$ cat src/rtl/cflog_pkg.sv
// cflog_pkg: shared types and constants for the control-flow log writer.
//   - state_t     : writer FSM states (ST_WR_CNT only with CFLOG_LOOP_COMPRESS_EN)
//   - LOG_MIN_DEF : byte address of log word 0 (shared with boundary_monitor)
//   - LOG_SIZE_DEF: log capacity in 16-bit words (shared with boundary_monitor)
//   - ENTRY_*     : words consumed by one logged event
// Optional feature macro: CFLOG_LOOP_COMPRESS_EN (loop compression).
package cflog_pkg;

  localparam logic [15:0] LOG_MIN_DEF  = 16'h01B0;
  localparam logic [15:0] LOG_SIZE_DEF = 16'h0080;

  localparam int unsigned ENTRY_WORDS_BASE = 2;  // src + dst
  localparam int unsigned ENTRY_WORDS_CMP  = 3;  // count + src + dst

`ifdef CFLOG_LOOP_COMPRESS_EN
  localparam int unsigned ENTRY_SZ = ENTRY_WORDS_CMP;
`else
  localparam int unsigned ENTRY_SZ = ENTRY_WORDS_BASE;
`endif

  typedef enum logic [2:0] {
    ST_IDLE,
    ST_WR_SRC,
    ST_WR_DST,
`ifdef CFLOG_LOOP_COMPRESS_EN
    ST_WR_CNT,
`endif
    ST_FLUSH
  } state_t;

endpackage

$ cat src/rtl/cflog_writer_if.sv
// cflog_writer_if: bundles the trace input, the TCB flush handshake and the
// dedicated log write port of the control-flow log writer.
//   master : the log writer (consumes trace/flush inputs, drives log port)
//   slave  : the environment (CPU trace source, TCB, log memory)
interface cflog_writer_if;
  logic        branch_valid;
  logic [15:0] branch_src;
  logic [15:0] branch_dst;
  logic        flush_now;
  logic        flush_ack;
  logic        log_wr_en;
  logic [15:0] log_wr_addr;
  logic [15:0] log_wr_data;
  logic [15:0] log_ptr;
  logic        flush_req;
  logic        cpu_stall;
  logic        overflow;

  modport master (
    input  branch_valid, branch_src, branch_dst, flush_now, flush_ack,
    output log_wr_en, log_wr_addr, log_wr_data, log_ptr,
           flush_req, cpu_stall, overflow
  );

  modport slave (
    output branch_valid, branch_src, branch_dst, flush_now, flush_ack,
    input  log_wr_en, log_wr_addr, log_wr_data, log_ptr,
           flush_req, cpu_stall, overflow
  );
endinterface

$ cat src/rtl/cflog_ptr.sv
// cflog_ptr: log pointer (words in log) with increment/clear, plus byte
// address generation and the free-space test used at the end of an entry.
//   clk, reset : clock, synchronous active-high reset
//   inc, clr   : advance pointer by one word / return it to zero (clr wins)
//   ptr        : words currently in the log
//   addr_cur   : byte address of word ptr
//   addr_inc   : byte address of word ptr+1 (the next write during an entry)
//   free_low   : after this increment, fewer than ENTRY words remain
module cflog_ptr
  import cflog_pkg::*;
#(
  parameter logic [15:0] LOG_MIN  = LOG_MIN_DEF,
  parameter logic [15:0] LOG_SIZE = LOG_SIZE_DEF,
  parameter int unsigned ENTRY    = ENTRY_SZ
) (
  input  logic        clk,
  input  logic        reset,
  input  logic        inc,
  input  logic        clr,
  output logic [15:0] ptr,
  output logic [15:0] addr_cur,
  output logic [15:0] addr_inc,
  output logic        free_low
);

  logic [15:0] ptr_inc;
  assign ptr_inc = ptr + 16'd1;

  always_ff @(posedge clk) begin
    if (reset)    ptr <= '0;
    else if (clr) ptr <= '0;
    else if (inc) ptr <= ptr_inc;
  end

  // Word index to byte address; 16-bit wrap is intended.
  assign addr_cur = LOG_MIN + {ptr[14:0], 1'b0};
  assign addr_inc = LOG_MIN + {ptr_inc[14:0], 1'b0};

  assign free_low = (LOG_SIZE - ptr_inc) < 16'(ENTRY);

endmodule

$ cat src/rtl/cflog_writer.sv
// cflog_writer: captures branch src/dst pairs and writes them sequentially
// into the LOG region via a dedicated write port; stalls the CPU and hands
// the log to the TCB (flush_req/flush_ack) when full or on flush_now.
//   clk, reset : clock, synchronous active-high reset
//   bus        : cflog_writer_if.master (trace in, flush handshake, log port)
// Optional feature macro: CFLOG_LOOP_COMPRESS_EN -- identical consecutive
// pairs are counted instead of written; the count word is emitted before
// the next differing pair or before a flush.
module cflog_writer
  import cflog_pkg::*;
#(
  parameter logic [15:0] LOG_MIN  = LOG_MIN_DEF,
  parameter logic [15:0] LOG_SIZE = LOG_SIZE_DEF
) (
  input  logic           clk,
  input  logic           reset,
  cflog_writer_if.master bus
);

  state_t      state;
  logic        wr_en_q, flush_req_q, stall_q, ovf_q;
  logic [15:0] wr_addr_q, wr_data_q;
  logic [15:0] pair_src, pair_dst;  // entry being written / last written pair
  logic        ptr_inc_en, ptr_clr;
  logic [15:0] ptr, addr_cur, addr_inc;
  logic        free_low;

`ifdef CFLOG_LOOP_COMPRESS_EN
  logic        last_vld;
  logic [15:0] rep;
  logic        cnt_to_flush;  // WR_CNT was entered on the way to FLUSH
`endif

  // Every write state consumes exactly one word.
  always_comb begin
    ptr_inc_en = (state == ST_WR_SRC) || (state == ST_WR_DST);
`ifdef CFLOG_LOOP_COMPRESS_EN
    if (state == ST_WR_CNT) ptr_inc_en = 1'b1;
`endif
  end
  assign ptr_clr = (state == ST_FLUSH) && bus.flush_ack;

  cflog_ptr #(.LOG_MIN(LOG_MIN), .LOG_SIZE(LOG_SIZE), .ENTRY(ENTRY_SZ)) u_ptr (
    .clk      (clk),
    .reset    (reset),
    .inc      (ptr_inc_en),
    .clr      (ptr_clr),
    .ptr      (ptr),
    .addr_cur (addr_cur),
    .addr_inc (addr_inc),
    .free_low (free_low)
  );

  // Write strobe/address/data are loaded on the edge that enters a write
  // state, so they line up with the registered state.
  always_ff @(posedge clk) begin
    if (reset) begin
      state       <= ST_IDLE;
      wr_en_q     <= 1'b0;
      wr_addr_q   <= '0;
      wr_data_q   <= '0;
      flush_req_q <= 1'b0;
      stall_q     <= 1'b0;
      ovf_q       <= 1'b0;
      pair_src    <= '0;
      pair_dst    <= '0;
`ifdef CFLOG_LOOP_COMPRESS_EN
      last_vld     <= 1'b0;
      rep          <= '0;
      cnt_to_flush <= 1'b0;
`endif
    end else begin
      wr_en_q   <= 1'b0;
      wr_addr_q <= '0;
      wr_data_q <= '0;
      if (bus.branch_valid && state != ST_IDLE) ovf_q <= 1'b1;

      case (state)
        ST_IDLE: begin
          if (bus.branch_valid) begin
`ifdef CFLOG_LOOP_COMPRESS_EN
            if (last_vld && bus.branch_src == pair_src && bus.branch_dst == pair_dst) begin
              if (rep != 16'hFFFF) rep <= rep + 16'd1;
            end else begin
              pair_src  <= bus.branch_src;
              pair_dst  <= bus.branch_dst;
              last_vld  <= 1'b1;
              stall_q   <= 1'b1;
              wr_en_q   <= 1'b1;
              wr_addr_q <= addr_cur;
              if (rep != 16'd0) begin
                state        <= ST_WR_CNT;
                cnt_to_flush <= 1'b0;
                wr_data_q    <= rep;
              end else begin
                state     <= ST_WR_SRC;
                wr_data_q <= bus.branch_src;
              end
            end
`else
            pair_src  <= bus.branch_src;
            pair_dst  <= bus.branch_dst;
            state     <= ST_WR_SRC;
            stall_q   <= 1'b1;
            wr_en_q   <= 1'b1;
            wr_addr_q <= addr_cur;
            wr_data_q <= bus.branch_src;
`endif
          end else if (bus.flush_now && ptr != 16'd0) begin
`ifdef CFLOG_LOOP_COMPRESS_EN
            if (rep != 16'd0) begin
              state        <= ST_WR_CNT;
              cnt_to_flush <= 1'b1;
              stall_q      <= 1'b1;
              wr_en_q      <= 1'b1;
              wr_addr_q    <= addr_cur;
              wr_data_q    <= rep;
            end else
`endif
            begin
              state       <= ST_FLUSH;
              flush_req_q <= 1'b1;
              stall_q     <= 1'b1;
            end
          end
        end

        ST_WR_SRC: begin
          state     <= ST_WR_DST;
          wr_en_q   <= 1'b1;
          wr_addr_q <= addr_inc;
          wr_data_q <= pair_dst;
        end

        ST_WR_DST: begin
          if (free_low) begin
            state       <= ST_FLUSH;
            flush_req_q <= 1'b1;
          end else begin
            state   <= ST_IDLE;
            stall_q <= 1'b0;
          end
        end

`ifdef CFLOG_LOOP_COMPRESS_EN
        ST_WR_CNT: begin
          rep <= '0;
          if (cnt_to_flush) begin
            state       <= ST_FLUSH;
            flush_req_q <= 1'b1;
          end else begin
            state     <= ST_WR_SRC;
            wr_en_q   <= 1'b1;
            wr_addr_q <= addr_inc;
            wr_data_q <= pair_src;
          end
        end
`endif

        ST_FLUSH: begin
          if (bus.flush_ack) begin
            state       <= ST_IDLE;
            flush_req_q <= 1'b0;
            stall_q     <= 1'b0;
`ifdef CFLOG_LOOP_COMPRESS_EN
            last_vld    <= 1'b0;  // first event after a flush is always logged
`endif
          end
        end

        default: begin
          state       <= ST_IDLE;
          flush_req_q <= 1'b0;
          stall_q     <= 1'b0;
        end
      endcase
    end
  end

  assign bus.log_wr_en   = wr_en_q;
  assign bus.log_wr_addr = wr_addr_q;
  assign bus.log_wr_data = wr_data_q;
  assign bus.log_ptr     = ptr;
  assign bus.flush_req   = flush_req_q;
  assign bus.cpu_stall   = stall_q;
  assign bus.overflow    = ovf_q;

endmodule

$ cat src/flat_wrapper.sv
// flat-port wrapper written by rule: the top's interface ports become plain ports
module cflog_writer_flat import cflog_pkg::*;
#(
  parameter logic [15:0] LOG_MIN  = LOG_MIN_DEF,
  parameter logic [15:0] LOG_SIZE = LOG_SIZE_DEF
)
  (clk, reset, bus_branch_valid, bus_branch_src, bus_branch_dst, bus_flush_now, bus_flush_ack, bus_log_wr_en, bus_log_wr_addr, bus_log_wr_data, bus_log_ptr, bus_flush_req, bus_cpu_stall, bus_overflow);
  cflog_writer_if bus_i ();
  input  logic clk;
  input  logic reset;
  input wire logic [$bits(bus_i.branch_valid)-1:0] bus_branch_valid;
  input wire logic [$bits(bus_i.branch_src)-1:0] bus_branch_src;
  input wire logic [$bits(bus_i.branch_dst)-1:0] bus_branch_dst;
  input wire logic [$bits(bus_i.flush_now)-1:0] bus_flush_now;
  input wire logic [$bits(bus_i.flush_ack)-1:0] bus_flush_ack;
  output wire logic [$bits(bus_i.log_wr_en)-1:0] bus_log_wr_en;
  output wire logic [$bits(bus_i.log_wr_addr)-1:0] bus_log_wr_addr;
  output wire logic [$bits(bus_i.log_wr_data)-1:0] bus_log_wr_data;
  output wire logic [$bits(bus_i.log_ptr)-1:0] bus_log_ptr;
  output wire logic [$bits(bus_i.flush_req)-1:0] bus_flush_req;
  output wire logic [$bits(bus_i.cpu_stall)-1:0] bus_cpu_stall;
  output wire logic [$bits(bus_i.overflow)-1:0] bus_overflow;
  assign bus_i.branch_valid = bus_branch_valid;
  assign bus_i.branch_src = bus_branch_src;
  assign bus_i.branch_dst = bus_branch_dst;
  assign bus_i.flush_now = bus_flush_now;
  assign bus_i.flush_ack = bus_flush_ack;
  assign bus_log_wr_en = bus_i.log_wr_en;
  assign bus_log_wr_addr = bus_i.log_wr_addr;
  assign bus_log_wr_data = bus_i.log_wr_data;
  assign bus_log_ptr = bus_i.log_ptr;
  assign bus_flush_req = bus_i.flush_req;
  assign bus_cpu_stall = bus_i.cpu_stall;
  assign bus_overflow = bus_i.overflow;
  cflog_writer #(.LOG_MIN(LOG_MIN), .LOG_SIZE(LOG_SIZE)) u_core (.clk(clk), .reset(reset), .bus(bus_i));
endmodule
$ cat config.mk
export PLATFORM = sky130hd
export DESIGN_NAME = cflog_writer_flat
export DESIGN_NICKNAME = d
export VERILOG_FILES = /design/src/rtl/cflog_pkg.sv /design/src/rtl/cflog_writer_if.sv /design/src/rtl/cflog_ptr.sv /design/src/rtl/cflog_writer.sv /design/src/flat_wrapper.sv
export SDC_FILE = /design/constraint.sdc
export NUM_CORES = 1
export LEC_CHECK = 0
export CELL_PAD_IN_SITES_DETAIL_PLACEMENT = 1
export CELL_PAD_IN_SITES_GLOBAL_PLACEMENT = 1
export CORE_MARGIN = 8
export CORE_UTILIZATION = 40
export CTS_CLUSTER_SIZE = 30
export DETAILED_ROUTE_END_ITERATION = 12
export HOLD_SLACK_MARGIN = 0.06
export PLACE_DENSITY = 0.92
export REMOVE_ABC_BUFFERS = 1
export SLEW_MARGIN = 10
export SYNTH_ARGS = -nofsm -noshare
export SYNTH_HDL_FRONTEND = slang
export SYNTH_SLANG_ARGS = --single-unit
$ cat constraint.sdc
create_clock -name clk -period 6.05 [get_ports clk]
set_clock_uncertainty 0.15 [all_clocks]
set_input_delay 0.9075 -clock clk [delete_from_list [all_inputs] [get_ports clk]]
set_output_delay 0.9075 -clock clk [all_outputs]
set_load 0.005 [all_outputs]
# [After elaboration in Yosys (flattened, before gate mapping)]
# Cells that the tools add are included.
[classes] n_addsub=4 order_cmp=1 n_eq_ne=9 mux=19 bitwise=1 reduce_logical=12
[op_table] cell="16-bit one-hot mux with 2 select lines" n=2
[op_table] cell="9-bit by 16-bit adder with 16-bit output, first input constant" n=2
[op_table] cell="16-bit 2-to-1 mux" n=2
[op_table] cell="16-bit by 1-bit adder with 16-bit output, second input constant" n=1
[op_table] cell="16-bit by 2-bit less-than comparator with 1-bit output, second input constant" n=1
[op_table] cell="16-bit nonzero test" n=1
[op_table] cell="8-bit by 16-bit subtractor with 16-bit output, first input constant" n=1
[op_table] cell="3-bit one-hot mux with 4 select lines" n=1
[op_table] cell="3-bit 2-to-1 mux" n=3
[op_table] cell="1-bit one-hot mux with 4 select lines" n=2
[op_table] cell="1-bit 2-to-1 mux" n=7
[op_table] cell="3-bit by 2-bit == test with 1-bit output, second input constant" n=2
[op_table] cell="2-bit != test, second input constant" n=3
[op_table] cell="5-bit AND reduction" n=1
[op_table] cell="2-bit by 1-bit != test with 1-bit output, second input constant" n=2
[op_table] cell="2-bit AND reduction" n=2
[op_table] cell="4-bit AND reduction" n=1
[op_table] cell="3-bit by 1-bit == test with 1-bit output, second input constant" n=1
[op_table] cell="1-bit logical AND" n=3
[op_table] cell="3-bit logical NOT" n=1
[op_table] cell="3-bit by 2-bit != test with 1-bit output, second input constant" n=1
[op_table] cell="3-bit nonzero test" n=1
[op_table] cell="2-bit 2-to-1 mux" n=1
[op_table] cell="1-bit one-hot mux with 2 select lines" n=1
[op_table] cell="other kinds (3)" n=3
[word_totals] ff_bits=71 input_bits=37 out_inout_bits=52 word_cells=55

# [Depth between registers and ports, before layout]
[logic_depth] depth_word=5 mapped_depth=14 mapped_depth_nobuf=13

# [Hierarchy]
# Synthesis repeated with hierarchy kept, for this count alone.
[unflattened] hier_cells=481 hier_area_um2=3995.1
[by_module_without_submodules] module="cflog_writer" n_inst=1 cells_per_inst=228 area_per_inst_um2=2093.3 seq_area_each_um2=1081.0
[by_module_without_submodules] module="cflog_ptr" n_inst=1 cells_per_inst=253 area_per_inst_um2=1901.8 seq_area_each_um2=320.3

# [Worst setup path after synthesis]
# OpenSTA, ideal clock, no wires.
[synth_path] path_kind="flip-flop to flip-flop" from="register u_core.u_ptr.ptr[2]" to="register u_core.stall_q, in the netlist u_core.bus.cpu_stall" setup_time_ns=0.123 arrival_ns=2.921 required_ns=5.777 path_slack_ns=2.856 path_stages_with_launch=15 n_path_buf=2 synth_period_minus_slack_ns=3.194 path_cell_list="dfxtp_1 > buf_6 > clkbuf_1 > nand3_1 > xnor2_1 > ha_1 > nand3b_1 > o41ai_2 > nand3_1 > a311oi_2 > mux2i_1 > o22ai_2 > nor3_2 > a211oi_2 > mux2i_1"
[synth_via] elab_chain_cells=5 word_cells_on_any_way=8 classes_between="add/sub (2); order compare (1); eq/ne (2); reduce/logical (3)"
[synth_rtl] element="from (decl)" line="cflog_ptr.sv:20" rtl="output logic [15:0] ptr,"
[synth_rtl] element="from (signal assigned)" line="cflog_ptr.sv:32" rtl="else if (inc) ptr <= ptr_inc;"
[synth_rtl] element="16-bit by 1-bit adder with 16-bit output" line="cflog_ptr.sv:27" rtl="assign ptr_inc = ptr + 16'd1;"
[synth_rtl] element="8-bit by 16-bit subtractor with 16-bit output" line="cflog_ptr.sv:39" rtl="assign free_low = (LOG_SIZE - ptr_inc) < 16'(ENTRY);"
[synth_rtl] element="16-bit by 2-bit less-than comparator with 1-bit output" line="cflog_ptr.sv:39"
[synth_rtl] element="2-bit != test (no line)"
[synth_rtl] element="4-bit AND reduction (no line) (*)"
[synth_rtl] element="to (signal assigned)" line="cflog_writer.sv:63" rtl="stall_q <= 1'b0;"
[synth_rtl] element="to (signal assigned)" line="cflog_writer.sv:104" rtl="stall_q <= 1'b1;"
[synth_rtl] element="to (signal assigned)" line="cflog_writer.sv:123" rtl="stall_q <= 1'b1;"
[synth_rtl] element="to (decl)" line="cflog_writer.sv:21" rtl="logic wr_en_q, flush_req_q, stall_q, ovf_q;"
# Mark *: on every way between the ends. The rest lies on a longest branch, timed or not.
# A chain may end at the register's enable or synchronous reset.

# [Worst setup path in the final report]
[layout_path] from="register u_core.u_ptr.ptr[0]" to="register u_core.stall_q, in the netlist u_core.bus.cpu_stall"
# The elaborated chain is that of the path after synthesis.

==> results.cfg <==
[global_route]
antenna_found_initial = 0
grt_usage = 0.198
grt_max_degree = 37
grt_pass1_vias = 4123
grt_overflow_total = 0
grt_pass1_wl_mm = 21.3

[sta]
hold_viol = 0
worst_slew_pin_slew_ns = 1.01
holdWs_ns = 0.314
setup_tns_ns = 0
clock.fmax_mhz = 243
setup_viol = 0
rsz0062_at_grt = false
max_slew_margin = 0.327
drv_slew = 0
fin_crit_ns = 4.12
fin_crit_sh = 0.681

[worst_setup_path]
cp.depth = 13
startpoint = u_core.u_ptr.ptr[0]
cp_top_family = compound AO/OA/AOI/OAI gates
path_cells = ha_1 -> nand3_1 -> xnor2_4 -> ha_1 -> nand3b_1 -> o41ai_2 -> nand3_1 -> a311oi_2 -> mux2i_1 -> o22ai_2 -> nor3_2 -> a211oi_2 -> mux2i_1
reg2reg_depth = 13
crit_fanout = 15
worst_ep_arrival_time_ns = 4.21
cpPeakStageDelay_ns = 0.62
worstSetupEndpoint = u_core.bus.cpu_stall
end_kind = flip-flop
worst-path-buf-inv = 0
r2r-start = u_core.u_ptr.ptr[0]
cp-start-kind = flip-flop
r2r_end = u_core.bus.cpu_stall
worstPathRequired_ns = 6.14
worstSetupPathType = flip-flop to flip-flop
crit_slowest_cell = ha_1
r2r_slack_ns = 1.93

[outcome]
status = complete, no violations

[floorplanning]
initial_core_util = 0.403
io_pins = 89
die_w_um = 117
dieArea_mm2 = 0.0137
fp-row-count = 37
core_area_mm2 = 0.0101
die_h_um = 117

[logic_synthesis]
avgSynthCellArea_um2 = 8.05
synth_top_area_frac = 0.339
synth_flop_cell = dfxtp_1
postSynth.asyncResetShare = 0
yosysTopAreaCell = dfxtp_1
synth.ff_latch_count = 69
syn-instance-count = 506
ys_seq_area_frac = 0.339
yosysWarnings = 0
synth_edf_count = 0
synth.distinct_cells = 65
netlist_top_cells_area = dfxtp_1 (34%), xnor2_1 (6.9%), nor2_1 (5.9%)
synth_area_mm2 = 0.00407

[final_layout]
synthToLayoutAreaGrowth_pct = 26.3
final_common_cell = clkdlybuf4s50_1
nNetsFinal = 613
antenna_cells = 0
final_cell_count_no_fill = 705
fillers = 1227
final_cell_mix = clkdlybuf4s50_1 (87), dfxtp_1 (69), nor2_1 (64)
drive_gt1_frac = 0.0738

[power]
powerDensity_mw_per_mm2 = 304
p_leak_nw = 1.83
ir_drop_mv = 0.160

[cts]
cts_buffers = 9
hold_buffers = 0
postCtsResizedCells = 0
cts.clk_slew.worst_paths_ns = 0.08
postCtsSetupBuffers = 0
clock_latency_ns = 0.35
cts_tree = done
cts_root_buf = clkbuf_8
htree_num_levels = 3
clk_path_buf_depth = 2
numClockSinks = 69

[placed_design]
hpwl_mm = 9.37
dp_cells = 689
place_congestion = 0.863
io_buffers = 87

[route]
num_vias = 3954
dr.pass1.iters = 4
drt_iter0_markers = 207
drc = 0
drtAntennaViolNets = 0
vias_per_cell = 5.61
avgRoutedWirePerCell_um = 19.0
drt-total-wl_mm = 13.4

[worst_hold_path]
hp-class = flip-flop to flip-flop
hold_path_depth = 2

[flow_run]
maxCapViolCount = 0
==> where the power goes <==
group          total, mW  internal, mW  switching, mW
sequential         0.567         0.520         0.0470
combinational      0.562         0.223          0.339
clock              0.435         0.244          0.191
==> registers in the layout, summed over array words and instances (netlist names) <==
name and flops:
u_core.bus.cpu_stall 1, u_core.bus.log_wr_addr 15, u_core.bus.overflow 1, u_core.bus.log_wr_en 1
u_core.state 2, u_core.bus.flush_req 1, u_core.u_ptr.ptr 16, u_core.bus.log_wr_data 16
u_core.pair_dst 16
==> worst min-delay path, cell delays in order, from the launching register on <==
cell     delay (ns)
dfxtp_1        0.32
nand2_1        0.05
a21oi_1        0.05
==> through the flow <==
step,setup WS [ns],cell area [um2],power [mW],utilization
floorplan,2.46,3850,0.870,-
global placement,2.21,4920,1.09,0.487
detailed placement,2.00,4920,1.12,0.487
CTS,1.94,5140,1.57,0.510
global route,1.52,5140,1.64,0.510
finish,1.93,5140,1.56,0.510
==> layer usage <==
metal,global-route usage,part of all wire,vias up
li1,-,-,1869
met1,0.226,0.42,1949
met2,0.350,0.50,111
met3,0.0359,0.056,25
met4,0.0956,0.026,0
met5,0,0,-
==> worst min-delay path by stage <==
stage                        startpoint                  end  slack, ns
floorplan            u_core.pair_dst[0]   u_core.pair_dst[0]       0.28
global placement     u_core.pair_dst[2]   u_core.pair_dst[2]       0.29
detailed placement   u_core.pair_dst[4]   u_core.pair_dst[4]       0.30
CTS                  u_core.pair_dst[6]   u_core.pair_dst[6]       0.32
global route        u_core.pair_dst[15]  u_core.pair_dst[15]       0.34
finish               u_core.pair_dst[9]   u_core.pair_dst[9]       0.31
==> Yosys cell counts (all sizes together) (2+ instances only) <==
cell type	n
xnor2	34
or4	2
or3	8
ha	12
nor4	5
nand4	12
nand3	13
o21ai	19
o31ai	4
o211a	2
and3	5
a21oi	32
mux2i	6
dfxtp	69
a22oi	22
a31o	3
a32oi	3
nor3	11
o22ai	3
inv	15
and2	2
buf	20
a311oi	2
nor2	65
clkbuf	23
and4	2
nand3b	2
nand2	60
xor2	15
o211ai	3
nor2b	2
nand2b	6
a31oi	6
a211oi	2
==> area by class of cell <==
type | count | area [um2] | share of cell area
multi-input combinational | 379 | 2420 | 0.470
sequential | 69 | 1380 | 0.269
timing repair buffer | 90 | 893 | 0.174
tap | 136 | 170 | 0.0331
clock buffer | 11 | 141 | 0.0275
clock inverter | 5 | 83.8 | 0.0163
inverter | 15 | 56.3 | 0.0109
==> cells by family (layout without fill, tap and decap cells) <==
group	count (synthesis)	count (layout)	synth area share
adders and majority gates	12	12	0.0369
buffers and inverters	58	121	0.0679
AOI/OAI and AO/OA	112	112	0.189
muxes	6	6	0.0148
other	1	1	0.000921
xor gates and xnor gates	49	49	0.112
and+or+nand+nor	199	199	0.239
DFF	69	69	0.339
No activity file was read; power rests on OpenSTA's default activity.
